`config.mk`:
```
export PLATFORM = sky130hd
export DESIGN_NAME = reg_bus_master
export DESIGN_NICKNAME = d
export VERILOG_FILES = /design/src/rtl/reg_bus_master_pkg.sv /design/src/rtl/reg_bus_master.sv
export SDC_FILE = /design/constraint.sdc
export NUM_CORES = 1
export LEC_CHECK = 0
export CORE_MARGIN = 2
export CORE_UTILIZATION = 51
export DETAILED_ROUTE_END_ITERATION = 16
export MAX_ROUTING_LAYER = met4
export PLACE_DENSITY = 0.91
export SLEW_MARGIN = 15
export SYNTH_ARGS = -nofsm -noshare
export SYNTH_HDL_FRONTEND = slang
export SYNTH_SLANG_ARGS = --single-unit
```
`constraint.sdc`:
```
create_clock -name ipClk -period 2.9 [get_ports ipClk]
set_input_delay 0.725 -clock ipClk [delete_from_list [all_inputs] [get_ports ipClk]]
set_output_delay 0.725 -clock ipClk [all_outputs]
set_load 0.1 [all_outputs]
```
`src/rtl/reg_bus_master_pkg.sv`:
```
`default_nettype none
// ============================================================================
// Module  : reg_bus_master_pkg
// Brief   : Shared types and command codes for the byte-stream register master
// Revision: 1.0 - initial release
// ============================================================================
package reg_bus_master_pkg;

  // Parser / bus sequencing states
  typedef enum logic [2:0] {
    IDLE  = 3'd0,
    CMD   = 3'd1,
    ADDR  = 3'd2,
    WDATA = 3'd3,
    WRITE = 3'd4,
    RWAIT = 3'd5,
    TX    = 3'd6
  } bus_master_state_e;

  localparam logic [7:0] CMD_READ  = 8'h00;
  localparam logic [7:0] CMD_WRITE = 8'h01;

endpackage
`default_nettype wire

```
`src/rtl/reg_bus_master.sv`:
```
`default_nettype none
// ============================================================================
// Module  : reg_bus_master
// Brief   : Parses SYNC/CMD/ADDR[/D0..D3] byte packets into single register
//           bus reads/writes and streams read data back as 4 LE bytes.
// Revision: 1.0 - initial release
// ============================================================================
module reg_bus_master
  import reg_bus_master_pkg::*;
#(
  parameter int unsigned RD_LATENCY = 2,
  parameter int unsigned TIMEOUT    = 5_000_000,
  parameter logic [7:0]  SYNC_BYTE  = 8'h55
) (
  input  logic        ipClk,
  input  logic        ipReset,
  input  logic [7:0]  ipRxData,
  input  logic        ipRxValid,
  output logic [7:0]  opTxData,
  output logic        opTxValid,
  input  logic        ipTxReady,
  output logic [7:0]  opAddress,
  output logic [31:0] opWrData,
  output logic        opWrEnable,
  input  logic [31:0] ipRdData,
  output logic        opError
);

  localparam int unsigned TW = (TIMEOUT > 1) ? $clog2(TIMEOUT) : 1;
  localparam int unsigned LW = $clog2(RD_LATENCY + 1);
  localparam logic [TW-1:0] TO_MAX  = TW'(TIMEOUT - 1);
  localparam logic [LW-1:0] LAT_MAX = LW'(RD_LATENCY);

  bus_master_state_e state_q, state_d;
  logic [1:0]    cnt_q, cnt_d;
  logic [TW-1:0] to_q, to_d;
  logic [LW-1:0] lat_q, lat_d;
  logic          is_wr_q, is_wr_d;
  logic [7:0]    addr_q, addr_d;
  logic [31:0]   wdata_q, wdata_d;
  logic [31:0]   shadow_q, shadow_d;
  logic          err_q, err_d;

  logic w_timeout;
  assign w_timeout = (to_q == TO_MAX);

  // State and datapath registers; reset aborts any packet or transmission in flight
  always_ff @(posedge ipClk) begin
    if (ipReset) begin
      state_q  <= IDLE;
      cnt_q    <= '0;
      to_q     <= '0;
      lat_q    <= '0;
      is_wr_q  <= 1'b0;
      addr_q   <= '0;
      wdata_q  <= '0;
      shadow_q <= '0;
      err_q    <= 1'b0;
    end else begin
      state_q  <= state_d;
      cnt_q    <= cnt_d;
      to_q     <= to_d;
      lat_q    <= lat_d;
      is_wr_q  <= is_wr_d;
      addr_q   <= addr_d;
      wdata_q  <= wdata_d;
      shadow_q <= shadow_d;
      err_q    <= err_d;
    end
  end

  // Next-state logic: packet parsing, inter-byte timeout, bus sequencing, TX handshake
  always_comb begin
    state_d  = state_q;
    cnt_d    = cnt_q;
    to_d     = '0;
    lat_d    = '0;
    is_wr_d  = is_wr_q;
    addr_d   = addr_q;
    wdata_d  = wdata_q;
    shadow_d = shadow_q;
    err_d    = 1'b0;

    case (state_q)
      IDLE: begin
        if (ipRxValid && (ipRxData == SYNC_BYTE)) state_d = CMD;
      end

      CMD: begin
        // Expiry takes priority over a byte arriving in the same cycle
        if (w_timeout) begin
          state_d = IDLE;
          err_d   = 1'b1;
        end else if (ipRxValid) begin
          if (ipRxData == CMD_READ) begin
            is_wr_d = 1'b0;
            state_d = ADDR;
          end else if (ipRxData == CMD_WRITE) begin
            is_wr_d = 1'b1;
            state_d = ADDR;
          end else begin
            state_d = IDLE;
            err_d   = 1'b1;
          end
        end else begin
          to_d = to_q + 1'b1;
        end
      end

      ADDR: begin
        if (w_timeout) begin
          state_d = IDLE;
          err_d   = 1'b1;
        end else if (ipRxValid) begin
          addr_d  = ipRxData;
          cnt_d   = '0;
          state_d = is_wr_q ? WDATA : RWAIT;
        end else begin
          to_d = to_q + 1'b1;
        end
      end

      WDATA: begin
        if (w_timeout) begin
          state_d = IDLE;
          err_d   = 1'b1;
        end else if (ipRxValid) begin
          wdata_d[{cnt_q, 3'b000} +: 8] = ipRxData;
          cnt_d = cnt_q + 1'b1;
          if (cnt_q == 2'd3) state_d = WRITE;
        end else begin
          to_d = to_q + 1'b1;
        end
      end

      WRITE: begin
        err_d   = ipRxValid;
        state_d = IDLE;
      end

      RWAIT: begin
        err_d = ipRxValid;
        if (lat_q == LAT_MAX) begin
          shadow_d = ipRdData;
          cnt_d    = '0;
          state_d  = TX;
        end else begin
          lat_d = lat_q + 1'b1;
        end
      end

      TX: begin
        err_d = ipRxValid;
        if (ipTxReady) begin
          cnt_d = cnt_q + 1'b1;
          if (cnt_q == 2'd3) state_d = IDLE;
        end
      end

      default: state_d = IDLE;
    endcase
  end

  assign opTxValid  = (state_q == TX);
  assign opTxData   = shadow_q[{cnt_q, 3'b000} +: 8];
  assign opWrEnable = (state_q == WRITE);
  assign opAddress  = addr_q;
  assign opWrData   = wdata_q;
  assign opError    = err_q;

endmodule
`default_nettype wire

```
==> flow_metrics.tcl <==
set metrics [dict create \
    status "finished, final reports clean" \
    synth_top_family_by_area "simple AND/OR/NAND/NOR gates" \
    power.density_mw_per_mm2 486.2 \
    place_area_mm2 0.005607 \
    die_w_um 97.89 \
    leakagePower_uw 0.002091 \
    cts.sinks 104 \
    grt_first_pass_wirelength_um 18780 \
    path_cells "mux4_2 -> buf_12" \
    async_flop_share 0 \
    ir_drop_mv 0.2391 \
    clockRootBuffer "clkbuf_8" \
    clkSlewWorstSetupHoldPaths_ps 100 \
    seq_area_frac_synth 0.4631 \
    vias_per_cell 5.667 \
    fin_crit_sh 0.9047 \
    dieHeight_um 97.89 \
    yosysTopAreaCellShare 0.4631 \
    avgRoutedWirePerCell_um 15.84 \
    worstSetupStartpointType "flop" \
    cts_buffers 9 \
    finalMaxSlewViolations 0 \
    hp-class "reg2reg" \
    synth_area_leaders "dfxtp_1 46%, a21oi_1 7.8%, nand2_1 7.0%, nand3_1 5.1%, mux4_2 4.0%" \
    initialDrtViolationCount 347 \
    post_cts_resized 0 \
    worstHoldStart "lat_q[0]" \
    ys.flop_type "dfxtp_1" \
    fmax_mhz 381.1 \
    fin_skew_ps 14.17 \
    drc 0 \
    synth_xor_area_frac 0.04286 \
    grt_max_degree 34 \
    port_buffers 94 \
    cts_setup_buffers 0 \
    total_power_uw 2810 \
    syn-mean-instance-area_um2 8.547 \
    wl_um 11690 \
    ctsHtreeMaxLevel 3 \
    synth_fp_nets 578 \
    insertion_delay_ps 370 \
    ys_seq_elements 104 \
    yosys.area.top_type "dfxtp_1" \
    syn-cell-area_mm2 0.004496 \
    routed-via-count 4182 \
    worstReg2RegEnd "opAddress[6]" \
    cap_violations 0 \
    synth-simple-area-share 0.2202 \
    end_kind "output pin" \
    post-dp-hpwl_um 8308 \
    start_util 0.5206 \
    synth_cell_types 48 \
    worstHoldEndpoint "lat_q[0]" \
    hold_depth 1 \
    grt_setup_unrepaired "false" \
    cts_tree "yes" \
    clockBufferDepth 2 \
    rr_startpoint "to_q[14]" \
    gp_congestion 0.8933 \
    cp.arrival_ps 1900 \
    maxSlewHeadroom 0.4661 \
    drive_gt1_frac 0.1701 \
    synthMuxAreaShare 0.06234 \
    grt_remaining_overflow 0 \
    die_area_mm2 0.009581 \
    synth_edf_count 0 \
    hold_buffers 0 \
    finalHoldViolCount 0 \
    coreArea_mm2 0.008636 \
    synth_compound_gate_area_share 0.1539 \
    yosysWarnings 0 \
    io_pins 95 \
    area_delta_synth_final_pct 28.53 \
    crit_type "reg2out" \
    crit_path_top_delay_cell "dfxtp_1" \
    fill_cells 630 \
    netlist_instances 526 \
    finalCriticalPeriod_ps 2624 \
    fin_setup_tns_ps 0 \
    crit_path_max_incr_delay_ps 710 \
    num-nets-final 677 \
    required_ps 2170 \
    grtUsageTotal 0.2470 \
    r2r_slack_ps 580 \
    antenna_found_initial 1 \
    ff2ff_path_depth 5 \
    setup_viol 0 \
    rows 34 \
    worstMarginPinSlew_ps 794.7 \
    firstDrtPassIters 5 \
    path_max_fanout 9 \
    ant_nets 0 \
    final_cell_area_mm2 0.005778 \
    grt_pass1_vias 3983 \
    yosys.area_share.adder 0.02227 \
]
[layout make-up]
type                            instances  area [um2]  area share
Antenna cell                            1       2.502   0.0004331
Clock buffer                           10       127.6     0.02209
Clock inverter                          5       41.29    0.007146
Inverter                                7       26.28    0.004547
Multi-Input combinational cell        383        2260      0.3911
Sequential cell                       104        2082      0.3603
Tap cell                              108       135.1     0.02339
Timing Repair Buffer                  120        1104      0.1910
[power breakdown]
group	switching [uW]	internal (uW)
Sequential	53.3	1460
Clock	490	319
Combinational	315	174
[worst max path at each step]
stage	start	endpoint
after floorplan	state_q[1]	opTxValid
after global placement	ipRxData[1]	is_wr_q
after detailed placement	ipRxData[1]	is_wr_q
after CTS	cnt_q[1]	opTxData[0]
after global routing	cnt_q[1]	opTxData[6]
final	cnt_q[1]	opTxData[7]
[logic make-up (layout without fill, tap and decap cells)]
logic type | Yosys count | after routing
buf+inv | 39 | 142
flops | 104 | 104
fa+ha+maj | 8 | 8
xor+xnor | 22 | 22
compound gates | 124 | 124
other cells | 0 | 1
simple gates | 211 | 211
mux | 18 | 18
[cell usage in the layout (no fill, tap or decap), types with 5 or more instances in the layout]
master	Yosys	routed
inv_1	7	7
nand4_1	6	6
o21ai_1	32	32
nor2_1	40	40
clkdlybuf4s50_1	0	42
dfxtp_1	104	104
buf_4	1	69
nand3_1	46	46
mux4_2	8	8
nand2_1	84	84
clkbuf_8	0	9
xor2_1	18	18
o21ai_0	5	5
mux2i_1	10	10
a21oi_1	70	70
buf_12	0	8
nor3_1	7	6
ha_1	8	8
[worst max-delay path, delay by kind of cell (launching register included)]
family                 cells  cell delay [ps]
DFF                        1              710
muxes                      1              630
buffers and inverters      1              190
[flip-flops by register name, indices dropped and copies added (netlist names)]
register,cells
opError,1
lat_q,2
opAddress,8
is_wr_q,1
state_q,3
opWrData,32
cnt_q,2
to_q,23
shadow_q,32
[cells in the mapped netlist (4+ instances only)]
cell        n
nor2_1     40
xnor2_1     4
and3_1      4
a21oi_1    70
nand2_1    84
o21ai_1    32
buf_2       7
nand3_1    46
dfxtp_1   104
o21ai_0     5
nor3b_1     4
mux2i_1    10
clkbuf_1   23
and4_1      4
nand4_1     6
nor3_1      7
ha_1        8
xor2_1     18
inv_1       7
mux4_2      8
[layer usage]
layer | share of wire | GRT usage | vias to the layer above
met4 | 0.021 | 0.07372 | 0
met3 | 0.074 | 0.05798 | 24
met5 | 0 | - | -
met1 | 0.41 | 0.2943 | 1936
li1 | - | - | 2047
met2 | 0.49 | 0.4168 | 175
[through the flow]
step	util	setup slack [ps]	hold slack, ps	cells
2_1_floorplan	-	184.7	391.2	526
3_3_place_gp	0.6492	-19.89	399.9	722
3_5_place_dp	0.6492	-61.78	404.7	722
4_1_cts	0.6688	245.5	417.4	737
5_1_grt	0.6691	166.6	447.8	738
6_report	0.6691	276.4	417.5	738
Power figures use the tool's default switching activity.
